`config.mk`:
```
export PLATFORM = sky130hd
export DESIGN_NAME = oled_spi_receiver_flat
export DESIGN_NICKNAME = d
export VERILOG_FILES = /design/src/rtl/oled_rx_pkg.sv /design/src/rtl/oled_spi_receiver_if.sv /design/src/rtl/oled_spi_receiver_deser.sv /design/src/rtl/oled_spi_receiver.sv /design/src/flat_wrapper.sv
export SDC_FILE = /design/constraint.sdc
export NUM_CORES = 1
export LEC_CHECK = 0
export ABC_AREA = 1
export ABC_CLOCK_PERIOD_IN_PS = 2500
export CORE_MARGIN = 2
export CORE_UTILIZATION = 40
export CTS_BUF_LIST = sky130_fd_sc_hd__clkbuf_8
export DETAILED_ROUTE_END_ITERATION = 8
export PLACE_DENSITY = 0.72
export SYNTH_ARGS = -nofsm -noshare
export SYNTH_HDL_FRONTEND = slang
export SYNTH_SLANG_ARGS = --single-unit
export TNS_END_PERCENT = 30
```
`constraint.sdc`:
```
create_clock -name HCLK -period 2.5 [get_ports HCLK]
set_input_delay 0.625 -clock HCLK [delete_from_list [all_inputs] [get_ports HCLK]]
set_output_delay 0.625 -clock HCLK [all_outputs]
set_load 0.005 [all_outputs]
```
`src/rtl/oled_rx_pkg.sv`:
```
// oled_rx_pkg: shared definitions for the OLED serial receiver.
//   - parser_state_t : command parser states (fixed encodings)
//   - CMD_SET_COL / CMD_SET_PAGE : addressing opcodes the parser decodes
//   - COL_W / PAGE_W : address field widths for the default 128x64 panel
package oled_rx_pkg;

    localparam int NUM_COLS_DEF  = 128;
    localparam int NUM_PAGES_DEF = 8;
    localparam int COL_W         = $clog2(NUM_COLS_DEF);
    localparam int PAGE_W        = $clog2(NUM_PAGES_DEF);

    localparam logic [7:0] CMD_SET_COL  = 8'h21;
    localparam logic [7:0] CMD_SET_PAGE = 8'h22;

    // Fixed encodings so state values stay stable across tool versions.
    localparam logic [2:0] ST_IDLE       = 3'd0;
    localparam logic [2:0] ST_COL_START  = 3'd1;
    localparam logic [2:0] ST_COL_END    = 3'd2;
    localparam logic [2:0] ST_PAGE_START = 3'd3;
    localparam logic [2:0] ST_PAGE_END   = 3'd4;

    typedef enum logic [2:0] {
        IDLE       = ST_IDLE,
        COL_START  = ST_COL_START,
        COL_END    = ST_COL_END,
        PAGE_START = ST_PAGE_START,
        PAGE_END   = ST_PAGE_END
    } parser_state_t;

endpackage

```
`src/rtl/oled_spi_receiver_if.sv`:
```
// oled_spi_receiver_if: the four-wire OLED serial bus.
//   SCLK  serial clock        SDIN  serial data (MSB first)
//   DnC   1 = data, 0 = cmd   nCS   active-low chip select
// master drives the bus (core / testbench), slave receives it.
interface oled_spi_receiver_if;
    logic SCLK;
    logic SDIN;
    logic DnC;
    logic nCS;

    modport master (output SCLK, SDIN, DnC, nCS);
    modport slave  (input  SCLK, SDIN, DnC, nCS);
endinterface

```
`src/rtl/oled_spi_receiver_deser.sv`:
```
// spi_byte_deserialiser: synchronises the serial pins into HCLK, detects
// SCLK rising edges and assembles MSB-first bytes.
//   HCLK, HRESET          clock / asynchronous active-high reset
//   SCLK, SDIN, DnC, nCS  raw serial pins
//   ByteValid             one-cycle pulse when the 8th bit lands
//   ByteData              completed byte, held until the next ByteValid
//   ByteIsData            DnC sampled with the 8th bit
//   FramingError          one-cycle pulse when nCS rises on a partial byte
module spi_byte_deserialiser #(
    parameter int SYNC_STAGES = 2
) (
    input  logic       HCLK,
    input  logic       HRESET,
    input  logic       SCLK,
    input  logic       SDIN,
    input  logic       DnC,
    input  logic       nCS,
    output logic       ByteValid,
    output logic [7:0] ByteData,
    output logic       ByteIsData,
    output logic       FramingError
);

    logic [SYNC_STAGES-1:0] sclkSync;
    logic [SYNC_STAGES-1:0] sdinSync;
    logic [SYNC_STAGES-1:0] dncSync;
    logic [SYNC_STAGES-1:0] ncsSync;

    // Stage 0 samples the pins; later stages shift the previous stage.
    // nCS resets high so the bus starts out deselected.
    generate
        for (genvar gi = 0; gi < SYNC_STAGES; gi++) begin : gSync
            always_ff @(posedge HCLK or posedge HRESET) begin
                if (HRESET) begin
                    sclkSync[gi] <= 1'b0;
                    sdinSync[gi] <= 1'b0;
                    dncSync[gi]  <= 1'b0;
                    ncsSync[gi]  <= 1'b1;
                end else if (gi == 0) begin
                    sclkSync[gi] <= SCLK;
                    sdinSync[gi] <= SDIN;
                    dncSync[gi]  <= DnC;
                    ncsSync[gi]  <= nCS;
                end else begin
                    sclkSync[gi] <= sclkSync[(gi == 0) ? 0 : gi-1];
                    sdinSync[gi] <= sdinSync[(gi == 0) ? 0 : gi-1];
                    dncSync[gi]  <= dncSync[(gi == 0) ? 0 : gi-1];
                    ncsSync[gi]  <= ncsSync[(gi == 0) ? 0 : gi-1];
                end
            end
        end
    endgenerate

    logic sclkS, sdinS, dncS, ncsS;
    assign sclkS = sclkSync[SYNC_STAGES-1];
    assign sdinS = sdinSync[SYNC_STAGES-1];
    assign dncS  = dncSync[SYNC_STAGES-1];
    assign ncsS  = ncsSync[SYNC_STAGES-1];

    logic       sclkPrev;
    logic       ncsPrev;
    logic [2:0] bitCount;
    logic [7:0] shiftReg;

    logic       sclkRise, ncsRise, shiftEn, lastBit;
    logic [7:0] shiftNext;

    assign sclkRise  = sclkS & ~sclkPrev;
    assign ncsRise   = ncsS & ~ncsPrev;
    // An edge is still accepted in the cycle nCS rises, so a byte whose
    // final edge coincides with deselect completes normally.
    assign shiftEn   = sclkRise & (~ncsS | ~ncsPrev);
    assign lastBit   = shiftEn & (bitCount == 3'd7);
    assign shiftNext = {shiftReg[6:0], sdinS};

    always_ff @(posedge HCLK or posedge HRESET) begin
        if (HRESET) begin
            sclkPrev     <= 1'b0;
            ncsPrev      <= 1'b1;
            bitCount     <= 3'd0;
            shiftReg     <= 8'h00;
            ByteValid    <= 1'b0;
            ByteData     <= 8'h00;
            ByteIsData   <= 1'b0;
            FramingError <= 1'b0;
        end else begin
            sclkPrev     <= sclkS;
            ncsPrev      <= ncsS;
            ByteValid    <= 1'b0;
            FramingError <= 1'b0;
            if (ncsRise && !lastBit && (bitCount != 3'd0 || shiftEn)) begin
                // Deselect on a partial byte: drop it and restart alignment.
                FramingError <= 1'b1;
                bitCount     <= 3'd0;
            end else if (shiftEn) begin
                shiftReg <= shiftNext;
                bitCount <= bitCount + 3'd1;
                if (lastBit) begin
                    ByteValid  <= 1'b1;
                    ByteData   <= shiftNext;
                    ByteIsData <= dncS;
                end
            end
        end
    end

endmodule

```
`src/rtl/oled_spi_receiver.sv`:
```
// oled_spi_receiver: SSD1306-style serial receiver producing framebuffer
// writes for a NUM_COLS x (NUM_PAGES*8) display model.
//   HCLK, HRESET   clock / asynchronous active-high reset
//   spiBus         serial bus (SCLK, SDIN, DnC, nCS), slave side
//   ByteValid, ByteData, ByteIsData, FramingError   raw byte stream
//   FbWrite, FbAddr {page, col}, FbData             framebuffer strobe
// Commands 0x21/0x22 set the column/page window; data bytes are written
// with horizontal auto-increment inside that window.
module oled_spi_receiver
    import oled_rx_pkg::*;
#(
    parameter int NUM_COLS    = NUM_COLS_DEF,
    parameter int NUM_PAGES   = NUM_PAGES_DEF,
    parameter int SYNC_STAGES = 2
) (
    input  logic                                       HCLK,
    input  logic                                       HRESET,
    oled_spi_receiver_if.slave                         spiBus,
    output logic                                       ByteValid,
    output logic [7:0]                                 ByteData,
    output logic                                       ByteIsData,
    output logic                                       FbWrite,
    output logic [$clog2(NUM_PAGES)+$clog2(NUM_COLS)-1:0] FbAddr,
    output logic [7:0]                                 FbData,
    output logic                                       FramingError
);

    localparam int ColW  = $clog2(NUM_COLS);
    localparam int PageW = $clog2(NUM_PAGES);

    spi_byte_deserialiser #(
        .SYNC_STAGES (SYNC_STAGES)
    ) deser (
        .HCLK         (HCLK),
        .HRESET       (HRESET),
        .SCLK         (spiBus.SCLK),
        .SDIN         (spiBus.SDIN),
        .DnC          (spiBus.DnC),
        .nCS          (spiBus.nCS),
        .ByteValid    (ByteValid),
        .ByteData     (ByteData),
        .ByteIsData   (ByteIsData),
        .FramingError (FramingError)
    );

    parser_state_t    stateReg;
    logic [ColW-1:0]  colStart, colEnd, colPtr;
    logic [PageW-1:0] pageStart, pageEnd, pagePtr;

    logic [ColW-1:0]  byteCol;
    logic [PageW-1:0] bytePage;
    logic             colWrap, pageWrap;

    assign byteCol  = ByteData[ColW-1:0];
    assign bytePage = ByteData[PageW-1:0];
    // Wrapping at the physical edge as well as the window end keeps
    // start > end windows in range.
    assign colWrap  = (colPtr == colEnd) || (colPtr == ColW'(NUM_COLS-1));
    assign pageWrap = (pagePtr == pageEnd) || (pagePtr == PageW'(NUM_PAGES-1));

    // Write happens in the ByteValid cycle using the pre-advance pointer.
    assign FbWrite = ByteValid & ByteIsData;
    assign FbAddr  = {pagePtr, colPtr};
    assign FbData  = ByteData;

    always_ff @(posedge HCLK or posedge HRESET) begin
        if (HRESET) begin
            stateReg  <= IDLE;
            colStart  <= '0;
            colEnd    <= ColW'(NUM_COLS-1);
            colPtr    <= '0;
            pageStart <= '0;
            pageEnd   <= PageW'(NUM_PAGES-1);
            pagePtr   <= '0;
        end else if (ByteValid) begin
            if (ByteIsData) begin
                // Data aborts any half-finished addressing command; values
                // already stored are kept but the pointer is not reloaded.
                stateReg <= IDLE;
                if (colWrap) begin
                    colPtr  <= colStart;
                    pagePtr <= pageWrap ? pageStart : pagePtr + PageW'(1);
                end else begin
                    colPtr <= colPtr + ColW'(1);
                end
            end else begin
                case (stateReg)
                    IDLE: begin
                        if (ByteData == CMD_SET_COL)
                            stateReg <= COL_START;
                        else if (ByteData == CMD_SET_PAGE)
                            stateReg <= PAGE_START;
                    end
                    COL_START: begin
                        colStart <= byteCol;
                        stateReg <= COL_END;
                    end
                    COL_END: begin
                        colEnd   <= byteCol;
                        colPtr   <= colStart;
                        stateReg <= IDLE;
                    end
                    PAGE_START: begin
                        pageStart <= bytePage;
                        stateReg  <= PAGE_END;
                    end
                    PAGE_END: begin
                        pageEnd  <= bytePage;
                        pagePtr  <= pageStart;
                        stateReg <= IDLE;
                    end
                    default: stateReg <= IDLE;
                endcase
            end
        end
    end

endmodule
```
`src/flat_wrapper.sv`:
```
// flat-port wrapper written by rule: the top's interface ports become plain ports
module oled_spi_receiver_flat import oled_rx_pkg::*;
#(
    parameter int NUM_COLS    = NUM_COLS_DEF,
    parameter int NUM_PAGES   = NUM_PAGES_DEF,
    parameter int SYNC_STAGES = 2
)
  (HCLK, HRESET, ByteValid, ByteData, ByteIsData, FbWrite, FbAddr, FbData, FramingError, spiBus_SCLK, spiBus_SDIN, spiBus_DnC, spiBus_nCS);
  oled_spi_receiver_if spiBus_i ();
  input  logic HCLK;
  input  logic HRESET;
  output logic ByteValid;
  output logic [7:0] ByteData;
  output logic ByteIsData;
  output logic FbWrite;
  output logic [$clog2(NUM_PAGES)+$clog2(NUM_COLS)-1:0] FbAddr;
  output logic [7:0] FbData;
  output logic FramingError;
  input wire logic [$bits(spiBus_i.SCLK)-1:0] spiBus_SCLK;
  input wire logic [$bits(spiBus_i.SDIN)-1:0] spiBus_SDIN;
  input wire logic [$bits(spiBus_i.DnC)-1:0] spiBus_DnC;
  input wire logic [$bits(spiBus_i.nCS)-1:0] spiBus_nCS;
  assign spiBus_i.SCLK = spiBus_SCLK;
  assign spiBus_i.SDIN = spiBus_SDIN;
  assign spiBus_i.DnC = spiBus_DnC;
  assign spiBus_i.nCS = spiBus_nCS;
  oled_spi_receiver #(.NUM_COLS(NUM_COLS), .NUM_PAGES(NUM_PAGES), .SYNC_STAGES(SYNC_STAGES)) u_core (.HCLK(HCLK), .HRESET(HRESET), .spiBus(spiBus_i), .ByteValid(ByteValid), .ByteData(ByteData), .ByteIsData(ByteIsData), .FbWrite(FbWrite), .FbAddr(FbAddr), .FbData(FbData), .FramingError(FramingError));
endmodule
```
---- Word level (Yosys, flattened, before mapping) ----
Cells that the tools add are included.
word-level totals
  bits in writable memories ............... 0
  register bits ........................... 64
  ROM bits ................................ 0
  input port bits ......................... 6
  bits in latches ......................... 0
  logic and storage cells ................. 87
  output and inout port bits .............. 30
  memories ................................ 0
operators by class
  add/subtract/negate cells ............... 3
  order comparisons ....................... 0
  shift-type cells ........................ 0
  multipliers ............................. 0
  equal/unequal tests ..................... 13
  bitwise logic cells ..................... 11
  reduce and logical (&&, ||, !) cells .... 20
  div/mod/pow operators ................... 0
  muxes and demuxes ....................... 17
operator list
  kind                                            number
  two-way mux 3 bit                               9
  two-way mux 7 bit                               3
  AND reduction 3 bit                             6
  == test 8 x 6 -> 1 bit (second input constant)  2
  == test 3 bit (second input constant)           3
  case mux 3 bit (3 select lines)                 1
  adder 7 x 1 -> 7 bit (second input constant)    1
  == test 7 bit                                   1
  == test 7 bit (second input constant)           1
  adder 3 x 1 -> 3 bit (second input constant)    2
  == test 3 x 2 -> 1 bit (second input constant)  2
  AND reduction 2 bit                             3
  nonzero test 2 bit                              3
  bitwise AND 1 bit                               5
  inverter 1 bit                                  5
  two-way mux 1 bit                               4
  != test 4 x 2 -> 1 bit (second input constant)  1
  == test 3 x 1 -> 1 bit (second input constant)  1
  == test 3 bit                                   1
  zero test 3 bit                                 1
  logical OR 1 bit                                3
  nonzero test 3 bit                              1
  logical AND 1 bit                               2
  != test 2 x 1 -> 1 bit (second input constant)  1
  2 further kinds                                 2

---- Depth between registers and ports, before layout ----
Gate-level depths: netlist of the first run.
  depth after elaboration ................. 9
  mapped depth ............................ 11
  mapped depth without buffers ............ 11

---- Cells and area by module ----
A second synthesis of the first run with hierarchy kept.
unflattened totals
  cells, all modules ...................... 353
  area, all modules ....................... 3080.5 um^2
by module, submodules not included
  module                 sequential area each (um^2)  cells an instance  area an instance (um^2)  instances
  oled_spi_receiver      838.3                        239                1905.6                   1
  spi_byte_deserialiser  779.5                        114                1174.9                   1

---- Least setup slack after synthesis of the first run ----
No wires, ideal clock.
  kind .................................... reg-to-reg
  start ................................... register u_core.deser.bitCount[0]
  end ..................................... register u_core.deser.bitCount[0]
  period minus slack after synthesis ...... 1545 ps
  data required time ...................... 2369 ps
  path slack .............................. 955 ps
  arrival ................................. 1414 ps
  path buffers ............................ 1
  stages on the path, launching flop included .. 6
  setup time .............................. 131 ps
  path through ............................ dfrtp_1 ha_1 ha_1 o21ai_1 clkbuf_1 o21ai_0
on the way
  cells in the longest elaborated chain, start to end .. 6
  elaborated cells on any way between the ends .. 11
  classes of those cells .................. 1 x add/sub; 1 x eq/ne; 2 x mux; 1 x bitwise; 6 x reduce/logical
ends and longest elaborated chain
  what                                                                          line                           source
  from (decl)                                                                   oled_spi_receiver_deser.sv:62  logic [2:0] bitCount;
  from (signal assigned)                                                        oled_spi_receiver_deser.sv:97  bitCount <= bitCount + 3'd1;
  parallel branches: the longest is 6 deep, another holds adder 3 x 1 -> 3 bit  --
Several ways; the timed one is not identified. The select of a mux whose other input is x is not followed.
A chain may end at the register's enable or synchronous reset.

---- Final worst setup path of the first run ----
  start ................................... register u_core.deser.ByteIsData
  end ..................................... output FbWrite
on the way
  cells in the longest elaborated chain, start to end .. 1
ends and longest elaborated chain
  what                    line                            source
  from (decl)             oled_spi_receiver_deser.sv:20   output logic ByteIsData,
  from (signal assigned)  oled_spi_receiver_deser.sv:101  ByteIsData <= dncS;
  bitwise AND 1 bit       oled_spi_receiver.sv:62         assign FbWrite = ByteValid & ByteIsData;
  to (decl)               flat_wrapper.sv:15              output logic FbWrite;
Every way passes these cells.

==> flow_summary.yaml, run 1 <==
pwr:
  pwr-share-comb_pct: 6.2
  p_leak_nw: 1.68
  switching_share_pct: 22.8
  switchingPower_w: 0.000511
  irDropWorstVdd_uv: 367
  seqPwrFrac_pct: 50.1
  p_per_area_nw_per_um2: 626
  p_int_w: 0.00173
  clkPwrFrac_pct: 43.7
die:
  die_w_um: 89.7
  die_area_um2: 8050
  die_y_um: 89.7
  core_um2: 7180
  io_pins: 36
  start_util_pct: 40.9
  fp-row-count: 31
hold_path:
  hp-class: "reg2reg"
logic_synthesis:
  syn_avg_cell_area_um2: 8.77
  synth_cell_types: 24
  ys_warn_count: 0
  netlist_area_um2: 2940
  synthCells: 335
  synth_nets: 347
  ys_seq_area_share_pct: 55.1
  ys_ff_latch: 64
timing:
  relSlewSlack_pct: 67.6
  hold_viol: 0
  fmax_mhz: 442
  rsz0062_at_grt: "false"
  min_period_over_period_pct: 90.5
  skew_ns: 0.0105
  setup_violations: 0
  worstMarginPinSlew_ns: 0.485
  period_needed_ns: 2.26
  slew_viol_final: 0
  tns_ns: 0
setup_path:
  arrival_ns: 1.64
  slowest_stage: "dfrtp_1"
  critPathMaxFanout: 9
  max_stage_delay_ns: 0.54
  crit_chain: "nand2_1 > inv_1 > clkdlybuf4s50_1"
  path_class: "reg2out"
  critPathTopFamily: "buffers and inverters"
  worst-endpoint-required_ns: 1.88
  critPathCaptureType: "primary output"
  rrSetupSlack_ns: 0.88
  crit_buf_inv: 2
  worst_setup_path_start_kind: "flip-flop"
finish:
  area.growth.synth_to_final_pct: 22.0
  n_antenna_cell: 0
  layout_commonest_cell: "nand2_1"
  layout_common_cells: "nand2_1 (100), dfrtp_1 (51), inv_1 (42), o21ai_0 (37), clkdlybuf4s50_1 (35)"
  drive_gt1_share_pct: 12.0
  final_core_util_pct: 50.0
  nets: 382
global_route:
  grt_first_pass_wirelength_mm: 9.60
  grt_max_degree: 36
  antenna_found_initial: 0
  grtUsageTotal_pct: 14.8
  grt_pass1_vias: 2068
  grt_remaining_overflow: 0
placement:
  dpl.hpwl_mm: 3.98
  gp_congestion: 0.873
  portBuffers: 35
clock_tree:
  cts_tree: "built"
  ctsHoldBuffers: 0
  cts-resized-gates: 0
  clkLatencyLatePin_ns: 0.34
  root_buffer: "clkbuf_8"
  htree_levels: 3
  postCtsSetupBuffers: 0
  path_clk_slew_ns: 0.07
  clockBufferDepth: 2
  cts_sinks: 64
  numCtsBuffers: 9
routing:
  drc: 0
  via_per_inst: 4.55
  drtIter0Drc: 185
  drt-total-wl_mm: 5.52
  firstDrtPassIters: 4
  vias: 2158
  drt.antenna.violating_nets: 0
  drt-wirelength-per-cell_um: 11.7
run_status:
  run_status: "finished clean"
job:
  cap_violations: 0
## flip-flops by register name, indices dropped and copies added (netlist names), 3 cells and up
name,flops
u_core.colStart,7
u_core.deser.bitCount,3
u_core.stateReg,3
u_core.colPtr,7
u_core.pageEnd,3
u_core.colEnd,7
u_core.deser.shiftReg,7
u_core.deser.ByteData,8
u_core.pagePtr,3
u_core.pageStart,3
## cell families (layout without fill, tap and decap cells)
logic type / after synthesis / in the layout / share of synthesized area, %
xor gates and xnor gates: 10 / 10 / 2.98
DFF: 64 / 64 / 55.1
buffers and inverters: 57 / 97 / 8.48
and+or+nand+nor: 157 / 157 / 23.9
AOI/OAI and AO/OA: 41 / 41 / 6.98
adders and majority gates: 6 / 6 / 2.56
## synthesized netlist by cell type (all sizes together)
library cell	n	share of area, %
ha	6	2.6
o21ai	39	6.6
nand3	26	5.2
inv	42	5.4
dfstp	13	12
nand3b	2	0.51
xor2	4	1.2
a21oi	2	0.34
xnor2	6	1.8
clkbuf	3	0.38
nor3	2	0.34
nand2	107	14
nor3b	1	0.43
buf	12	2.7
nor2	13	1.7
nand4	6	1.3
dfrtp	51	43
## routing by layer
layer,share of wire (%),vias to the layer above,GRT usage [%]
li1,-,1123,-
met1,49,981,19.7
met2,45,42,22.3
met3,4.3,12,4.27
met4,1.8,0,7.44
met5,0,-,0
## power groups by stage
stage	clock (W)	sequential [W]	combinational, W
global placement	0	0.00114	0.000133
detailed placement	0	0.00114	0.000141
finish	0.000980	0.00112	0.000139
global route	0.00105	0.00113	0.000166
CTS	0.000999	0.00112	0.000143
floorplan	0	0.00113	0.0000904
## area by class of cell
class                           instances  area, um^2
Clock buffer                           10         138
Clock inverter                          6        83.8
Fill cell                             658        3590
Inverter                               42         158
Multi-Input combinational cell        214        1070
Sequential cell                        64        1620
Tap cell                               99         124
Timing Repair Buffer                   39         393
## worst paths after layout
| path | from | endpoint | cells past startpoint |
|---|---|---|---|
| min | u_core.deser.sclkSync[0] | u_core.deser.sclkS | 0 |
| max reg2reg | u_core.colPtr[1] | u_core.colPtr[2] | 8 |
| max | u_core.deser.ByteIsData | FbWrite | 3 |
| max in group asynchronous | HRESET | u_core.deser.ncsPrev | 3 |
| min reg2reg | u_core.deser.sclkSync[0] | u_core.deser.sclkS | 0 |
| min in group asynchronous | HRESET | u_core.deser.ByteData[1] | 2 |
## per-stage QoR
stage,std cells,setup WS (ns),power (W),hold slack (ns),instance area [um^2]
after floorplan,335,0.298,0.00122,0.331,2940
after global placement,458,0.634,0.00127,0.332,3360
after detailed placement,458,0.597,0.00128,0.338,3360
after CTS,474,0.219,0.00227,0.354,3580
after global routing,474,0.143,0.00235,0.361,3580
final,474,0.237,0.00224,0.351,3580
(Power assumes the default switching activity.)
==> run 2, diff against run 1 <==
--- a/config.mk
+++ b/config.mk
@@ -5,9 +5,7 @@
 export SDC_FILE = /design/constraint.sdc
 export NUM_CORES = 1
 export LEC_CHECK = 0
-export ABC_AREA = 1
 export ABC_CLOCK_PERIOD_IN_PS = 2500
-export CORE_MARGIN = 2
 export CORE_UTILIZATION = 40
 export CTS_BUF_LIST = sky130_fd_sc_hd__clkbuf_8
 export DETAILED_ROUTE_END_ITERATION = 8
==> flow_summary.yaml, run 2 <==
logic_synthesis:
  yosysTopAreaCell: "dfrtp_1"
  synth-edff-count: 0
  async_reset_ff_share_pct: 100
  synth_area_leaders: "dfrtp_1 (44%), mux2_2 (15%), dfstp_2 (12%)"
  syn_avg_cell_area_um2: 12.7
  synth_nets: 241
  ys_seq_area_share_pct: 55.7
  synthCells: 229
  synth_cell_types: 46
  ys_warn_count: 0
  netlist_area_um2: 2910
  synth_common_cells: "dfrtp_1 (51), mux2_2 (38), inv_1 (15)"
  synth.most_common_cell: "dfrtp_1"
  ys_ff_latch: 64
  synth_top_flop_cell: "dfrtp_1"
  synth_top_area_share_pct: 43.9
timing:
  skew_ns: 0.00512
  fmax_mhz: 440
  hold_viol: 0
  setup_ws_ns: 0.228
  min_period_over_period_pct: 90.9
  rsz0062_at_grt: "false"
  tns_ns: 0
  relSlewSlack_pct: 57.7
  worstMarginPinSlew_ns: 0.628
  slew_viol_final: 0
  setup_violations: 0
  fin_hold_ws_ns: 0.352
  period_needed_ns: 2.27
die:
  fp-row-count: 30
  start_util_pct: 42.1
  die_area_um2: 7610
  core_um2: 6910
  die_w_um: 87.2
  die_y_um: 87.2
  io_pins: 36
pwr:
  p_leak_nw: 1.62
  irDropWorstVdd_uv: 514
  p_per_area_nw_per_um2: 641
  finalPower_w: 0.00226
setup_path:
  arrival_ns: 1.65
  critPathCaptureType: "primary output"
  worst-endpoint-required_ns: 1.88
  critPathMaxFanout: 9
  path_class: "reg2out"
  worst_setup_path_start_kind: "flip-flop"
clock_tree:
  htree_levels: 3
  numCtsBuffers: 9
  ctsHoldBuffers: 0
  clockBufferDepth: 2
  cts_tree: "built"
  root_buffer: "clkbuf_8"
  cts_sinks: 64
  path_clk_slew_ns: 0.07
  postCtsSetupBuffers: 0
  clkLatencyLatePin_ns: 0.34
  cts-resized-gates: 0
routing:
  firstDrtPassIters: 4
  drt-wirelength-per-cell_um: 14.2
  drt-total-wl_mm: 5.19
  drt.antenna.violating_nets: 0
  vias: 1856
  drc: 0
  drtIter0Drc: 141
  via_per_inst: 5.07
finish:
  drive_gt1_share_pct: 30.0
  largest_register_ffs: 8
  multi_input_area_um2: 1140
  n_antenna_cell: 0
  nets: 277
  nFillCells: 611
  top_register: "u_core.deser.ByteData"
  register_area_um2: 1620
  layout_commonest_cell: "dfrtp_1"
  area.growth.synth_to_final_pct: 21.4
  layout_common_cells: "dfrtp_1 (51), mux2_2 (38), clkdlybuf4s50_1 (35), inv_1 (14), nand2_1 (14)"
global_route:
  grt_max_degree: 65
  grt_first_pass_wirelength_mm: 8.81
  grtUsageTotal_pct: 15.6
  antenna_found_initial: 0
  grt_pass1_vias: 1781
  grt_remaining_overflow: 0
placement:
  portBuffers: 35
  dpl.hpwl_mm: 3.64
  gp_congestion: 0.769
  pre_cts_slack_ns: 0.533
job:
  cap_violations: 0
hold_path:
  hp-class: "reg2reg"
run_status:
  run_status: "finished clean"
-- run 2: power by group --
| group | switching (W) | total (W) | leakage, nW | internal (W) |
|---|---|---|---|---|
| Sequential | 0.0000612 | 0.00118 | 0.816 | 0.00112 |
| Combinational | 0.0000844 | 0.000189 | 0.702 | 0.000105 |
| Clock | 0.000381 | 0.000892 | 0.101 | 0.000510 |
-- run 2: path summary, 6_finish.rpt --
kind | startpoint | to | slack (ns) | depth (start not counted)
max | u_core.deser.ByteIsData | FbWrite | 0.23 | 3
min | u_core.deser.sdinSync[0] | u_core.deser.sdinS | 0.35 | 0
max reg2reg | u_core.pagePtr[0] | u_core.pagePtr[1] | 0.53 | 5
min reg2reg | u_core.deser.sdinSync[0] | u_core.deser.sdinS | 0.35 | 0
max in group asynchronous | HRESET | u_core.colEnd[6] | 1.53 | 3
min in group asynchronous | HRESET | u_core.deser.sclkSync[0] | 0.66 | 3
-- run 2: cell type report --
| cell class | count | share of cell area, % |
|---|---|---|
| clock buffer | 11 | 4.29 |
| inverter | 15 | 1.60 |
| multi-input combinational | 137 | 32.4 |
| clock inverter | 5 | 1.56 |
| sequential | 64 | 45.9 |
| timing repair buffer | 38 | 10.9 |
| tap | 96 | 3.41 |
-- run 2: cells by family (layout without fill, tap and decap cells) --
group / count (synthesis) / in the layout / share of synthesized area (%)
DFF: 64 / 64 / 55.7
muxes: 45 / 45 / 17.2
and+or+nand+nor: 45 / 45 / 8.70
AOI/OAI and AO/OA: 30 / 30 / 7.45
buffers and inverters: 28 / 69 / 5.08
xor gates and xnor gates: 11 / 11 / 3.31
adders and majority gates: 6 / 6 / 2.58
-- run 2: metrics by stage --
step | area [um^2] | instances | utilization (%)
after global placement | 3320 | 350 | 48.1
after global routing | 3530 | 366 | 51.1
after floorplan | 2910 | 229 | -
after CTS | 3530 | 366 | 51.1
final | 3530 | 366 | 51.1
after detailed placement | 3320 | 350 | 48.1
-- run 2: critical path: stages (launching register included) --
cell and delay [ns]:
dfrtp_1 0.54, nand2_1 0.19, inv_1 0.09, clkdlybuf4s50_1 0.49
-- run 2: routing by layer --
metal / global-route usage, % / part of all wire [%]
met2: 22.6 / 47
met4: 7.15 / 1.7
met1: 20.3 / 46
met5: 0 / 0
met3: 6.64 / 5.1
